### config.mk
export PLATFORM = sky130hd
export DESIGN_NAME = countdown_timer_dp
export DESIGN_NICKNAME = d
export VERILOG_FILES = /design/src/rtl/countdown_timer_dp.sv
export SDC_FILE = /design/constraint.sdc
export NUM_CORES = 1
export LEC_CHECK = 0
export BUFFER_PORTS_ARGS = -buffer_cell sky130_fd_sc_hd__buf_2
export CORE_UTILIZATION = 60
export DETAILED_ROUTE_END_ITERATION = 8
export PLACE_DENSITY = 0.81
export SLEW_MARGIN = 15
export SYNTH_ARGS = -nofsm -noshare
export SYNTH_HDL_FRONTEND = slang
export SYNTH_SLANG_ARGS = --single-unit
### constraint.sdc
create_clock -name clk -period 4.1 [get_ports clk]
set_input_delay 0.41 -clock clk [delete_from_list [all_inputs] [get_ports clk]]
set_output_delay 0.41 -clock clk [all_outputs]
set_load 0.1 [all_outputs]
### src/rtl/countdown_timer_dp.sv
// Countdown-timer datapath: loads hh:mm:ss, counts down in hh:mm:ss.cc steps
// to zero and flags expiry. Produces the same msec/sec/min/hour bus as the
// stopwatch datapath so both can share the display path.
module countdown_timer_dp #(
    parameter int CLK_FREQ = 100_000_000,
    parameter int TICK_HZ  = 100
) (
    input  logic       clk,
    input  logic       rst,
    input  logic       i_runstop,
    input  logic       i_clear,
    input  logic       i_load,
    input  logic [4:0] i_load_hour,
    input  logic [5:0] i_load_min,
    input  logic [5:0] i_load_sec,
    output logic [6:0] msec,
    output logic [5:0] sec,
    output logic [5:0] min,
    output logic [4:0] hour,
    output logic       o_done,
    output logic       o_expired
);

    localparam int TICK_DIV = CLK_FREQ / TICK_HZ;
    localparam int PW       = $clog2(TICK_DIV);
    localparam logic [PW-1:0] PRESC_LAST = PW'(TICK_DIV - 1);

    localparam logic [1:0] ST_IDLE  = 2'd0;
    localparam logic [1:0] ST_ARMED = 2'd1;
    localparam logic [1:0] ST_RUN   = 2'd2;
    localparam logic [1:0] ST_DONE  = 2'd3;

    logic [1:0]    state;
    logic [PW-1:0] presc;
    logic [4:0]    ld_hour;
    logic [5:0]    ld_min;
    logic [5:0]    ld_sec;
    logic          ld_nonzero;
    logic          last_cs;

    // Clamp the preset fields to legal clock ranges and note whether the preset is zero
    always_comb begin
        ld_hour    = (i_load_hour > 5'd23) ? 5'd23 : i_load_hour;
        ld_min     = (i_load_min  > 6'd59) ? 6'd59 : i_load_min;
        ld_sec     = (i_load_sec  > 6'd59) ? 6'd59 : i_load_sec;
        ld_nonzero = (ld_hour != 5'd0) || (ld_min != 6'd0) || (ld_sec != 6'd0);
    end

    // Detect 00:00:00.01, the last value before the count reaches zero
    always_comb begin
        last_cs = (hour == 5'd0) && (min == 6'd0) && (sec == 6'd0) && (msec == 7'd1);
    end

    // State, prescaler and time registers; clear beats load, load beats run logic
    always_ff @(posedge clk) begin
        if (rst) begin
            state  <= ST_IDLE;
            presc  <= '0;
            msec   <= 7'd0;
            sec    <= 6'd0;
            min    <= 6'd0;
            hour   <= 5'd0;
            o_done <= 1'b0;
        end else begin
            o_done <= 1'b0;
            if (i_clear) begin
                state <= ST_IDLE;
                presc <= '0;
                msec  <= 7'd0;
                sec   <= 6'd0;
                min   <= 6'd0;
                hour  <= 5'd0;
            end else if (i_load && (state != ST_RUN)) begin
                state <= ld_nonzero ? ST_ARMED : ST_IDLE;
                presc <= '0;
                msec  <= 7'd0;
                sec   <= ld_sec;
                min   <= ld_min;
                hour  <= ld_hour;
            end else begin
                case (state)
                    ST_ARMED: begin
                        if (i_runstop) begin
                            state <= ST_RUN;
                        end
                    end
                    ST_RUN: begin
                        if (!i_runstop) begin
                            state <= ST_ARMED;
                        end else if (presc == PRESC_LAST) begin
                            presc <= '0;
                            if (last_cs) begin
                                state  <= ST_DONE;
                                o_done <= 1'b1;
                            end
                            if (msec != 7'd0) begin
                                msec <= msec - 7'd1;
                            end else begin
                                msec <= 7'd99;
                                if (sec != 6'd0) begin
                                    sec <= sec - 6'd1;
                                end else begin
                                    sec <= 6'd59;
                                    if (min != 6'd0) begin
                                        min <= min - 6'd1;
                                    end else begin
                                        min  <= 6'd59;
                                        hour <= hour - 5'd1;
                                    end
                                end
                            end
                        end else begin
                            presc <= presc + 1'b1;
                        end
                    end
                    default: begin
                    end
                endcase
            end
        end
    end

    assign o_expired = (state == ST_DONE);

endmodule

; Yosys cells after proc, flatten, opt, wreduce, memory -nomap -nowiden
; Index checks and enable logic that the tools add are counted.
[word_totals]
regBits = 47
output_inout_bits = 26
wordCells = 91
[op_classes]
add_sub_neg = 5
magnitude_cmp = 3
eq_ne = 12
mux = 33
n_bitwise = 3
n_reduce_logical = 28
[op_table]
columns = cell, count
row1 = 6-bit 2-to-1 mux, 15
row2 = 5-bit 2-to-1 mux, 8
row3 = 6-bit nonzero test, 4
row4 = "20-bit by 1-bit adder with 20-bit output, second input constant", 1
row5 = "20-bit == test, second input constant", 1
row6 = 20-bit 2-to-1 mux, 1
row7 = "6-bit > comparator, second input constant", 2
row8 = 6-bit logical NOT, 2
row9 = "6-bit by 1-bit subtractor with 6-bit output, second input constant", 2
row10 = 2-bit 2-to-1 mux, 5
row11 = "2-bit != test, second input constant", 4
row12 = "4-bit != test, second input constant", 2
row13 = 4-bit AND reduction, 2
row14 = "7-bit by 1-bit == test with 1-bit output, second input constant", 1
row15 = 7-bit 2-to-1 mux, 1
row16 = 7-bit nonzero test, 1
row17 = "7-bit by 1-bit subtractor with 7-bit output, second input constant", 1
row18 = 6-bit AND reduction, 1
row19 = 2-bit nonzero test, 3
row20 = 6-bit OR reduction, 1
row21 = "5-bit > comparator, second input constant", 1
row22 = 5-bit logical NOT, 1
row23 = 5-bit AND reduction, 1
row24 = 5-bit nonzero test, 1
row25 = 14 further kinds, 22

; Logic depth before layout (Yosys ltp)
; Gate-level depths: netlist of the first run.
[depth]
depth_word = 9
ltp_mapped = 8
mapped_depth_nobuf = 7

; Worst setup path after synthesis of the first run
; No wires, ideal clock.
[synth_path]
path_type = reg-to-reg
startpoint = register msec[1]
endpoint = register sec[5]
setup_time_ps = 120
arrival_time_ps = 2470
t_required_ps = 3980
slack_ps = 1510
stages_incl_launch_ff = 9
n_path_buf = 1
path_cell_list = dfxtp_1 > inv_1 > ha_1 > nor3b_1 > nand4_1 > nor2_2 > buf_2 > a21boi_0 > o31a_1
[synth_via]
elab_chain_cells = 3
[synth_rtl]
columns = item, line_no
row1 = from (decl), 16  ; output logic [6:0] msec,
row2 = from (signal assigned), 97  ; msec <= msec - 7'd1;
row3 = 7-bit nonzero test, 96  ; if (msec != 7'd0) begin
row4 = 2-bit != test (no line), -
row5 = 4-bit AND reduction (no line), -
row6 = to (signal assigned), 77  ; sec <= ld_sec;
row7 = to (signal assigned), 101  ; sec <= sec - 6'd1;
row8 = to (decl), 17  ; output logic [5:0] sec,
; No other way between the ends.
; A chain may end at the register's enable or synchronous reset.

; Final worst setup path of the first run
[layout_path]
startpoint = register msec[0]
endpoint = register sec[1]
; The elaborated chain is that of the path after synthesis.

==> results.tsv, run 1 <==
metric	value	unit
status	complete, no violations	
Least-Margin Pin Slew	834	ps
total track usage	28.6	%
flops & latches, synth	47	
Leak	1.18	nW
total via count after detailed routing	2713	
library cell used as clock root buffer	sky130_fd_sc_hd__clkbuf_8	
standard-cell row count	24	
total number of clock tree sinks	47	
fin. max-slew vios	0	
setup bufs post-CTS	0	
DP HPWL	4.98	mm
startpoint of the worst-slack reg-to-reg timing path	msec[0]	
kind of critical path	reg2reg	
syn avg cell area	8.26	um2
CTS Hold Buffers Added	0	
most used flip-flop cell after synthesis	sky130_fd_sc_hd__dfxtp_1	
syn nets	366	
part of the Yosys area used for sequential elements	34.0	%
area of the die	4890	um2
global-route met1 utilization	42.1	%
Max Freq	0.382	GHz
max-capacitance violation count	0	
Max stage delay cell, worst path	sky130_fd_sc_hd__nor2_2	
number of buffers and inverters on the critical path	1	
combined area of the multi-input logic cells	1700	um2
number of enable-type register cells in the synthesized netlist	0	
final setup fails	0	
number of hold-slack violations in the final timing report	0	
insertion delay of the later-clocked pin in the worst-skew pair	310	ps
number of buffers inserted by port buffering	47	
Setup Skew	6.51	ps
Hold Startpoint	i_load_sec[1]	
relative slew slack	43.9	%
Setup TNS Final	0	ps
GRT Max-Usage Layer	met2	
final routed wire length divided by cell count	15.9	um
cells along the critical path	inv_1, ha_1, nor3b_1, nand4_1, nor2_2, mux2_2, o22ai_1	
Sequential cell area	941	um2
overflow left after global routing	0	
global-route wire length before repair	11.3	mm
area share of the leading cell type in the synthesized netlist	34.0	%
placed instance area	2990	um2
number of inserted diodes	0	
total of warnings raised by yosys	0	
post-synthesis cell type count	59	
number of non-filler instances in the completed layout	430	
net count of the finished layout	408	
worst min path class	in2reg	
dominant cells by area after synthesis	sky130_fd_sc_hd__dfxtp_1, sky130_fd_sc_hd__nor2_1, sky130_fd_sc_hd__xor2_1, sky130_fd_sc_hd__ha_1, sky130_fd_sc_hd__nand2_1	
Crit path largest cell delay	650	ps
Top delay family on crit path	simple AND/OR/NAND/NOR gates	
Power Density	330	nW/um2
global routing met3 resource utilization	3.90	%
fin util	71.1	%
clock-pin slew on the worst setup and hold paths	90	ps
number of fill cells in the layout	355	
Period Utilization, post-route	63.8	%
share of final-layout standard cells stronger than drive strength 1	18.3	%
leading cell types in the layout, fill and taps excluded	sky130_fd_sc_hd__dfxtp_1, sky130_fd_sc_hd__buf_2, sky130_fd_sc_hd__nor2_1, sky130_fd_sc_hd__nand2_1, sky130_fd_sc_hd__nor3_1	
synthesized netlist cell count	335	
maximum number of pins on one net before global-route repair	23	
Post-Route Hold Slack	367	ps
Placed Instances	422	
Vias per Instance	6.31	
Core Footprint	4380	um2
post-layout instance area	3120	um2
Worst Path Arrival	2850	ps
routability cong.	0.883	
post-detailed-route DRC marker count	0	
number of global-route vias before repair	2392	
I/O pin count	48	
TritonCTS clock tree	built	
required time at the worst-slack endpoint	4340	ps
remaining antenna violation count after routing	0	
ys async rst share	0	%
H-tree levels	2	
Area Growth Syn to Fin	12.7	%
number of buffers between clock root and the deepest sink	2	
Resized Gates After CTS	0	
worst setup path start	msec[0]	
Die Y-Extent	69.9	um
RSZ-0062 raised after global routing	false	
crit-path max FO	18	
maximum vdd drop	165	uV
dominant cell type by area after synthesis	sky130_fd_sc_hd__dfxtp_1	
final WL	6.86	mm
Initial Utilization	63.1	%
number of antenna violations at the first check in global routing	0	
synthesized cell area	2770	um2
detailed router's first-iteration violation count	342	
first-pass iteration count of the detailed router	4	
capturing element type of the critical path	register	
shortest period the worst path allows	2620	ps
met2 Use GR	42.3	%
crit start category	register	
width of the chip	69.9	um
number of buffers inserted during clock tree synthesis	5	
==> cell families (layout without fill, tap and decap cells) <==
| family | after synthesis | count (layout) | share of synthesized area [%] |
|---|---|---|---|
| simple gates | 178 | 178 | 35.7 |
| compound gates | 50 | 50 | 12.8 |
| mux | 6 | 6 | 2.22 |
| xor+xnor | 21 | 21 | 6.65 |
| fa+ha+maj | 9 | 9 | 4.07 |
| buf+inv | 24 | 67 | 4.61 |
| flops | 47 | 47 | 34.0 |
==> path summary, 6_finish.rpt <==
path / slack [ps] / endpoint / depth (start not counted)
worst max-delay path: 1480 / sec[1] / 7
worst min-delay path: 370 / sec[1] / 3
worst max register to register: 1480 / sec[1] / 7
worst min register to register: 480 / presc[1] / 2
==> sequential cells by signal (all words and copies together), names as in the netlist <==
name and count:
o_done 1, hour 5, presc 20, state 2
min 6, msec 7, sec 6
==> metal layers <==
layer	part of all wire (%)	vias up	routed length, um
met2	45	108	3080
met5	0	-	0
li1	-	1321	-
met1	48	1271	3260
met3	5.7	13	394
met4	1.8	0	123
==> worst min-delay path, cell delays in order <==
cell and delay (ps):
sky130_fd_sc_hd__buf_2 80, sky130_fd_sc_hd__nor2b_1 60, sky130_fd_sc_hd__o22ai_1 90
==> report_power, final <==
group          switching [mW]  internal (mW)
logic                   0.115         0.0381
clock network           0.160          0.244
registers             0.00910          0.463
==> synthesized netlist by cell type (all sizes together) (2+ instances only) <==
cell type / instances
and3b: 3
o21ai: 10
nor4b: 3
o31ai: 2
nor3: 20
nand4: 13
or4: 3
nand2b: 3
buf: 8
nor4: 13
a211oi: 6
xor2: 13
nand2: 33
o211ai: 2
and3: 5
and4: 5
ha: 9
inv: 12
nand3: 17
a21oi: 6
a32o: 2
o41ai: 2
xnor2: 8
clkbuf: 4
o31a: 2
a41oi: 3
dfxtp: 47
or3: 5
and4b: 2
a31oi: 4
a311oi: 2
mux2i: 5
a2111oi: 2
and2: 8
nor2: 38
==> stage by stage <==
| step | total power, mW | setup WS [ps] |
|---|---|---|
| 2_1_floorplan | 0.594 | 1510 |
| 3_3_place_gp | 0.631 | 1730 |
| 3_5_place_dp | 0.632 | 1550 |
| 4_1_cts | 1.03 | 1530 |
| 5_1_grt | 1.06 | 1290 |
| 6_report | 1.03 | 1480 |
==> final cells by class <==
class | count | share of cell area, %
Sequential cell | 47 | 30.2
Multi-Input combinational cell | 264 | 54.5
Clock inverter | 2 | 1.93
Clock buffer | 6 | 2.33
Inverter | 12 | 1.44
Timing Repair Buffer | 47 | 7.54
Tap cell | 52 | 2.09
No activity file was read; power rests on OpenSTA's default activity.
==> inputs of run 2 (changes only) <==
Settings changed: CORE_UTILIZATION 60 to 56, PLACE_DENSITY 0.81 to 0.76.
Clock period 4.1 ns to 2.6 ns, I/O delays scaled along.
==> run 2 against run 1 <==
  * Non-clock buffer count is 14 higher
  * Count of clock-buffer cells in the layout stayed put
  * Utilization is 4.1 points lower
  * Setup slack worse by 1200 ps
  * Sequential share of layout area is 0.65 points lower
  * Combinational power is 65% higher
  * First-iteration DRC count is 51% lower
  * Sequential power is 58% higher
  * Largest cell class unchanged
  * Largest power group unchanged
  * Highest routed layer unchanged
==> results.tsv, run 2 (same netlist as run 1, synthesis figures left out) <==
metric	value	unit	change
maximum vdd drop	267	uV	+62%
Max Freq	0.436	GHz	+14%
Period Utilization, post-route	88.2	%	+24 points
total number of clock tree sinks	47		unchanged
relative slew slack	54.5	%	+11 points
crit start category	register		
Comb pwr share	17.9	%	+3.1 points
Post-Route Hold Slack	233	ps	-134 ps
final WL	6.88	mm	+0.28%
share of power burned in the clock network	29.1	%	-10 points
Sw Ratio	30.3	%	+2.7 points
area of the die	5230	um2	+6.9%
clock-pin slew on the worst setup and hold paths	80	ps	about the same
maximum number of pins on one net before global-route repair	22		-4.3%
global-route wire length before repair	11.2	mm	-0.98%
net count of the finished layout	422		+3.4%
I/O pin count	48		unchanged
Setup TNS Final	0	ps	unchanged
first-pass iteration count of the detailed router	4		unchanged
TritonCTS clock tree	built		
width of the chip	72.3	um	+3.4%
capturing element type of the critical path	register		
number of hold-slack violations in the final timing report	0		unchanged
most flop-heavy register	presc		
number of buffers inserted during clock tree synthesis	5		unchanged
H-tree levels	2		unchanged
number of buffers between clock root and the deepest sink	2		unchanged
P_sw	0.426	mW	+50%
crit-path max FO	7		-11
final routed wire length divided by cell count	15.0	um	-5.6%
required time at the worst-slack endpoint	2830	ps	-1510 ps
number of antenna violations at the first check in global routing	0		unchanged
remaining antenna violation count after routing	0		unchanged
shortest period the worst path allows	2290	ps	-322 ps
max-capacitance violation count	0		unchanged
Worst Path Arrival	2520	ps	-330 ps
status	complete, no violations		
detailed router's first-iteration violation count	168		-51%
post-detailed-route DRC marker count	0		unchanged
DP HPWL	5.05	mm	+1.4%
share of final-layout standard cells stronger than drive strength 1	20.8	%	+2.5 points
number of fill cells in the layout	416		+17%
number of global-route vias before repair	2378		-0.59%
biggest regs	presc x20, msec x7		
leading cell types in the layout, fill and taps excluded	sky130_fd_sc_hd__dfxtp_1, sky130_fd_sc_hd__buf_2, sky130_fd_sc_hd__nor2_1, sky130_fd_sc_hd__nand2_1, sky130_fd_sc_hd__nor3_1		
Setup Skew	6.37	ps	-0.141 ps
routability cong.	0.900		+1.8%
Area Growth Syn to Fin	15.1	%	
Initial Utilization	58.2	%	-4.9 points
standard-cell row count	25		+4.2%
fin. max-slew vios	0		unchanged
RSZ-0062 raised after global routing	false		
sequential share of power	53.0	%	+7.1 points
max reg flops	20		unchanged
Die Y-Extent	72.3	um	+3.4%
Leak	1.22	nW	+3.4%
kind of critical path	reg2reg		
insertion delay of the later-clocked pin in the worst-skew pair	300	ps	about the same
number of inserted diodes	0		unchanged
CTS Hold Buffers Added	0		unchanged
number of buffers inserted by port buffering	47		unchanged
Vias per Instance	5.85		-7.2%
overflow left after global routing	0		unchanged
library cell used as clock root buffer	sky130_fd_sc_hd__clkbuf_8		
total via count after detailed routing	2675		-1.4%
Core Footprint	4750	um2	+8.4%
worst min path class	in2reg		
total track usage	27.2	%	-1.4 points
internal power of the cells	0.980	mW	+32%
Least-Margin Pin Slew	676	ps	-158 ps
Power Density	441	nW/um2	+34%
final setup fails	0		unchanged
[run 2: cell count changes in the layout (fill, tap and decap cells not counted), sizes merged]
cell / change
buf: +14
bufinv: -2
[run 2: power groups by stage]
stage	Clock [mW]	Combinational, mW	Sequential (mW)
after floorplan	0	0.103	0.834
after detailed placement	0	0.247	0.761
after CTS	0.421	0.249	0.744
after global placement	0	0.247	0.761
after global routing	0.453	0.268	0.747
final	0.410	0.252	0.744
[run 2: path summary, 6_finish.rpt]
path         slack [ps]       to          start  cells past startpoint
min reg2reg         500  msec[4]        msec[4]                      2
min                 230   sec[1]  i_load_sec[1]                      3
max reg2reg         310  hour[4]        msec[1]                      7
max                 310  hour[4]        msec[1]                      7
[run 2: routing by layer]
layer / vias to the layer above / GRT usage [%] / share of wire [%]
met5: - / 0 / 0
met4: 0 / 8.06 / 1.1
met3: 9 / 4.72 / 6.3
met2: 78 / 40.5 / 43
met1: 1243 / 40.1 / 49
li1: 1345 / - / -
[run 2: layout make-up]
cell class	count	area, um2	area share (%)
tap	67	83.8	2.63
sequential	47	941	29.5
inverter	12	45.0	1.41
timing repair buffer	61	340	10.7
clock buffer	6	72.6	2.28
multi-input combinational	264	1700	53.5
[run 2: stage by stage]
| stage | setup slack (ps) | util [%] | instance area (um2) | power, mW | cells |
|---|---|---|---|---|---|
| floorplan | 9.89 | - | 2770 | 0.937 | 335 |
| global placement | 354 | 65.1 | 3090 | 1.01 | 449 |
| detailed placement | 267 | 65.1 | 3090 | 1.01 | 449 |
| CTS | 243 | 66.6 | 3170 | 1.41 | 455 |
| global route | 19.9 | 67.0 | 3190 | 1.47 | 457 |
| finish | 306 | 67.0 | 3190 | 1.41 | 457 |
[run 2: worst max-delay path, cell delays in order, from the launching register on]
cell                      delay (ps)
sky130_fd_sc_hd__dfxtp_1         340
sky130_fd_sc_hd__inv_1           130
sky130_fd_sc_hd__ha_1            220
sky130_fd_sc_hd__nor3b_1         310
sky130_fd_sc_hd__nand3_1         130
sky130_fd_sc_hd__or4_1           560
sky130_fd_sc_hd__or3_1           400
sky130_fd_sc_hd__a31oi_1         150
[run 2: what timing repair did]
item                                    CTS  global route
endpoints found under the setup margin    0             3
buffers inserted                          0             2
gates resized for setup                   0             1
==> inputs of run 3 (changes only) <==
Settings changed: CORE_UTILIZATION 56 to 30, PLACE_DENSITY 0.76 to 0.44.
==> run 3 against run 2 <==
  * The flow now finishes with violations (DRC)
  * Utilization down 30 points
  * Non-clock buffer count increased by 1
  * Power grew 3.4%
  * Worst hold slack lost 4.7 ps
  * Combinational power increased by 2%
  * Clock power is 10% higher
  * Routed wire length grew 14%
  * Clock skew shrank 1.5 ps
  * Critical path depth unchanged
  * Global-route usage down 10 points
  * Cell count increased by 9.6%
  * Sequential share of layout area fell by 0.60 points
  * Critical path type unchanged
  * Highest routed layer unchanged
==> results.tsv, run 3 (same netlist as run 1, synthesis figures left out) <==
metric	value	unit	change
status	complete, but fails checks		
violated checks	DRC		
number of antenna violations at the first check in global routing	0		unchanged
detailed router's first-iteration violation count	93		-45%
crit start category	register		
library cell used as clock root buffer	sky130_fd_sc_hd__clkbuf_8		
standard-cell row count	34		+36%
Placed Instances	493		+9.8%
number of fill cells in the layout	959		+130%
capturing element type of the critical path	register		
crit-path max FO	7		unchanged
maximum vdd drop	187	uV	-30%
maximum number of pins on one net before global-route repair	22		unchanged
worst setup path start	msec[0]		
clock-pin slew on the worst setup and hold paths	90	ps	about the same
minimum setup slack after placement	291	ps	+23.6 ps
Period Utilization, post-route	90.6	%	+2.4 points
Max Freq	0.424	GHz	-2.7%
worst min path class	in2reg		
relative slew slack	54.1	%	-0.43 points
startpoint of the worst-slack reg-to-reg timing path	msec[0]		
Hold Startpoint	i_runstop		
number of hold-slack violations in the final timing report	0		unchanged
Die Y-Extent	98.1	um	+36%
net count of the finished layout	423		+0.24%
Setup Skew	4.84	ps	-1.53 ps
Resized Gates After CTS	0		unchanged
insertion delay of the later-clocked pin in the worst-skew pair	300	ps	about the same
Worst Path Arrival	2590	ps	+70 ps
number of buffers inserted by port buffering	47		unchanged
setup bufs post-CTS	0		unchanged
DP HPWL	6.01	mm	+19%
number of non-filler instances in the completed layout	501		+9.6%
Initial Utilization	31.4	%	-27 points
Power Density	447	nW/um2	+1.3%
leading cell types in the layout, fill and taps excluded	sky130_fd_sc_hd__dfxtp_1, sky130_fd_sc_hd__buf_2, sky130_fd_sc_hd__nor2_1, sky130_fd_sc_hd__nand2_1, sky130_fd_sc_hd__nor3_1		
number of inserted diodes	0		unchanged
remaining antenna violation count after routing	0		unchanged
final routed wire length divided by cell count	15.6	um	+4.0%
Core Footprint	8810	um2	+85%
Least-Margin Pin Slew	683	ps	+6.35 ps
Leak	1.23	nW	+0.70%
kind of critical path	reg2reg		
H-tree levels	2		unchanged
number of buffers between clock root and the deepest sink	2		unchanged
max-capacitance violation count	0		unchanged
most flop-heavy register	presc		
total via count after detailed routing	2665		-0.37%
first-pass iteration count of the detailed router	6		+2
Setup TNS Final	0	ps	unchanged
number of global-route vias before repair	2559		+7.6%
required time at the worst-slack endpoint	2830	ps	about the same
Area Growth Syn to Fin	17.5	%	
post-detailed-route DRC marker count	6		+6
final worst setup slack	244	ps	-62.9 ps
fin. max-slew vios	0		unchanged
final setup fails	0		unchanged
biggest regs	presc x20, msec x7		
I/O pin count	48		unchanged
area of the die	9610	um2	+84%
global-route wire length before repair	13.1	mm	+17%
total track usage	17.2	%	-10 points
TritonCTS clock tree	built		
Vias per Instance	5.32		-9.1%
share of final-layout standard cells stronger than drive strength 1	21.4	%	+0.60 points
RSZ-0062 raised after global routing	false		
width of the chip	98.1	um	+36%
number of buffers inserted during clock tree synthesis	5		unchanged
routability cong.	0.782		-13%
total number of clock tree sinks	47		unchanged
final WL	7.84	mm	+14%
CTS Hold Buffers Added	0		unchanged
overflow left after global routing	0		unchanged
shortest period the worst path allows	2360	ps	+62.9 ps
max reg flops	20		unchanged
[run 3: area by class of cell]
| cell class | count | area, um2 | area share, % |
|---|---|---|---|
| sequential | 47 | 941 | 28.9 |
| clock inverter | 2 | 12.5 | 0.385 |
| clock buffer | 6 | 72.6 | 2.23 |
| multi-input combinational | 264 | 1700 | 52.2 |
| tap | 108 | 135 | 4.15 |
| inverter | 12 | 45.0 | 1.38 |
| timing repair buffer | 62 | 348 | 10.7 |
[run 3: path summary, 6_finish.rpt]
check / endpoint / slack [ps] / cells past startpoint
min reg2reg: msec[4] / 490 / 2
min: state[1] / 230 / 3
max: hour[4] / 240 / 7
max reg2reg: hour[4] / 240 / 7
[run 3: where the power goes]
| part | leakage, nW | internal, mW | switching [mW] | total [mW] |
|---|---|---|---|---|
| registers | 0.381 | 0.731 | 0.0139 | 0.745 |
| logic | 0.805 | 0.0716 | 0.186 | 0.257 |
| clock network | 0.0412 | 0.189 | 0.263 | 0.452 |
[run 3: metrics by stage]
step / hold slack (ps) / power (mW) / instance area [um2] / util (%)
5_1_grt: 251 / 1.52 / 3250 / 36.9
2_1_floorplan: 390 / 0.937 / 2770 / -
6_report: 228 / 1.45 / 3250 / 36.9
3_3_place_gp: 472 / 1.02 / 3170 / 36.0
4_1_cts: 225 / 1.47 / 3250 / 36.9
3_5_place_dp: 472 / 1.02 / 3170 / 36.0
[run 3: routing by layer]
metal,share of wire (%),up-vias,wire [um],track usage [%]
met5,0,-,0,0
met4,0.92,0,72,5.83
met3,4.8,6,380,2.58
li1,-,1360,-,-
met1,53,1245,4140,25.9
met2,41,54,3240,24.8
[run 3: worst max-delay path: stages (launching register included)]
cell,delay [ps]
sky130_fd_sc_hd__dfxtp_1,350
sky130_fd_sc_hd__inv_1,110
sky130_fd_sc_hd__ha_1,220
sky130_fd_sc_hd__nor3b_1,370
sky130_fd_sc_hd__nand3_1,150
sky130_fd_sc_hd__or4_1,540
sky130_fd_sc_hd__or3_1,390
sky130_fd_sc_hd__a31oi_1,160
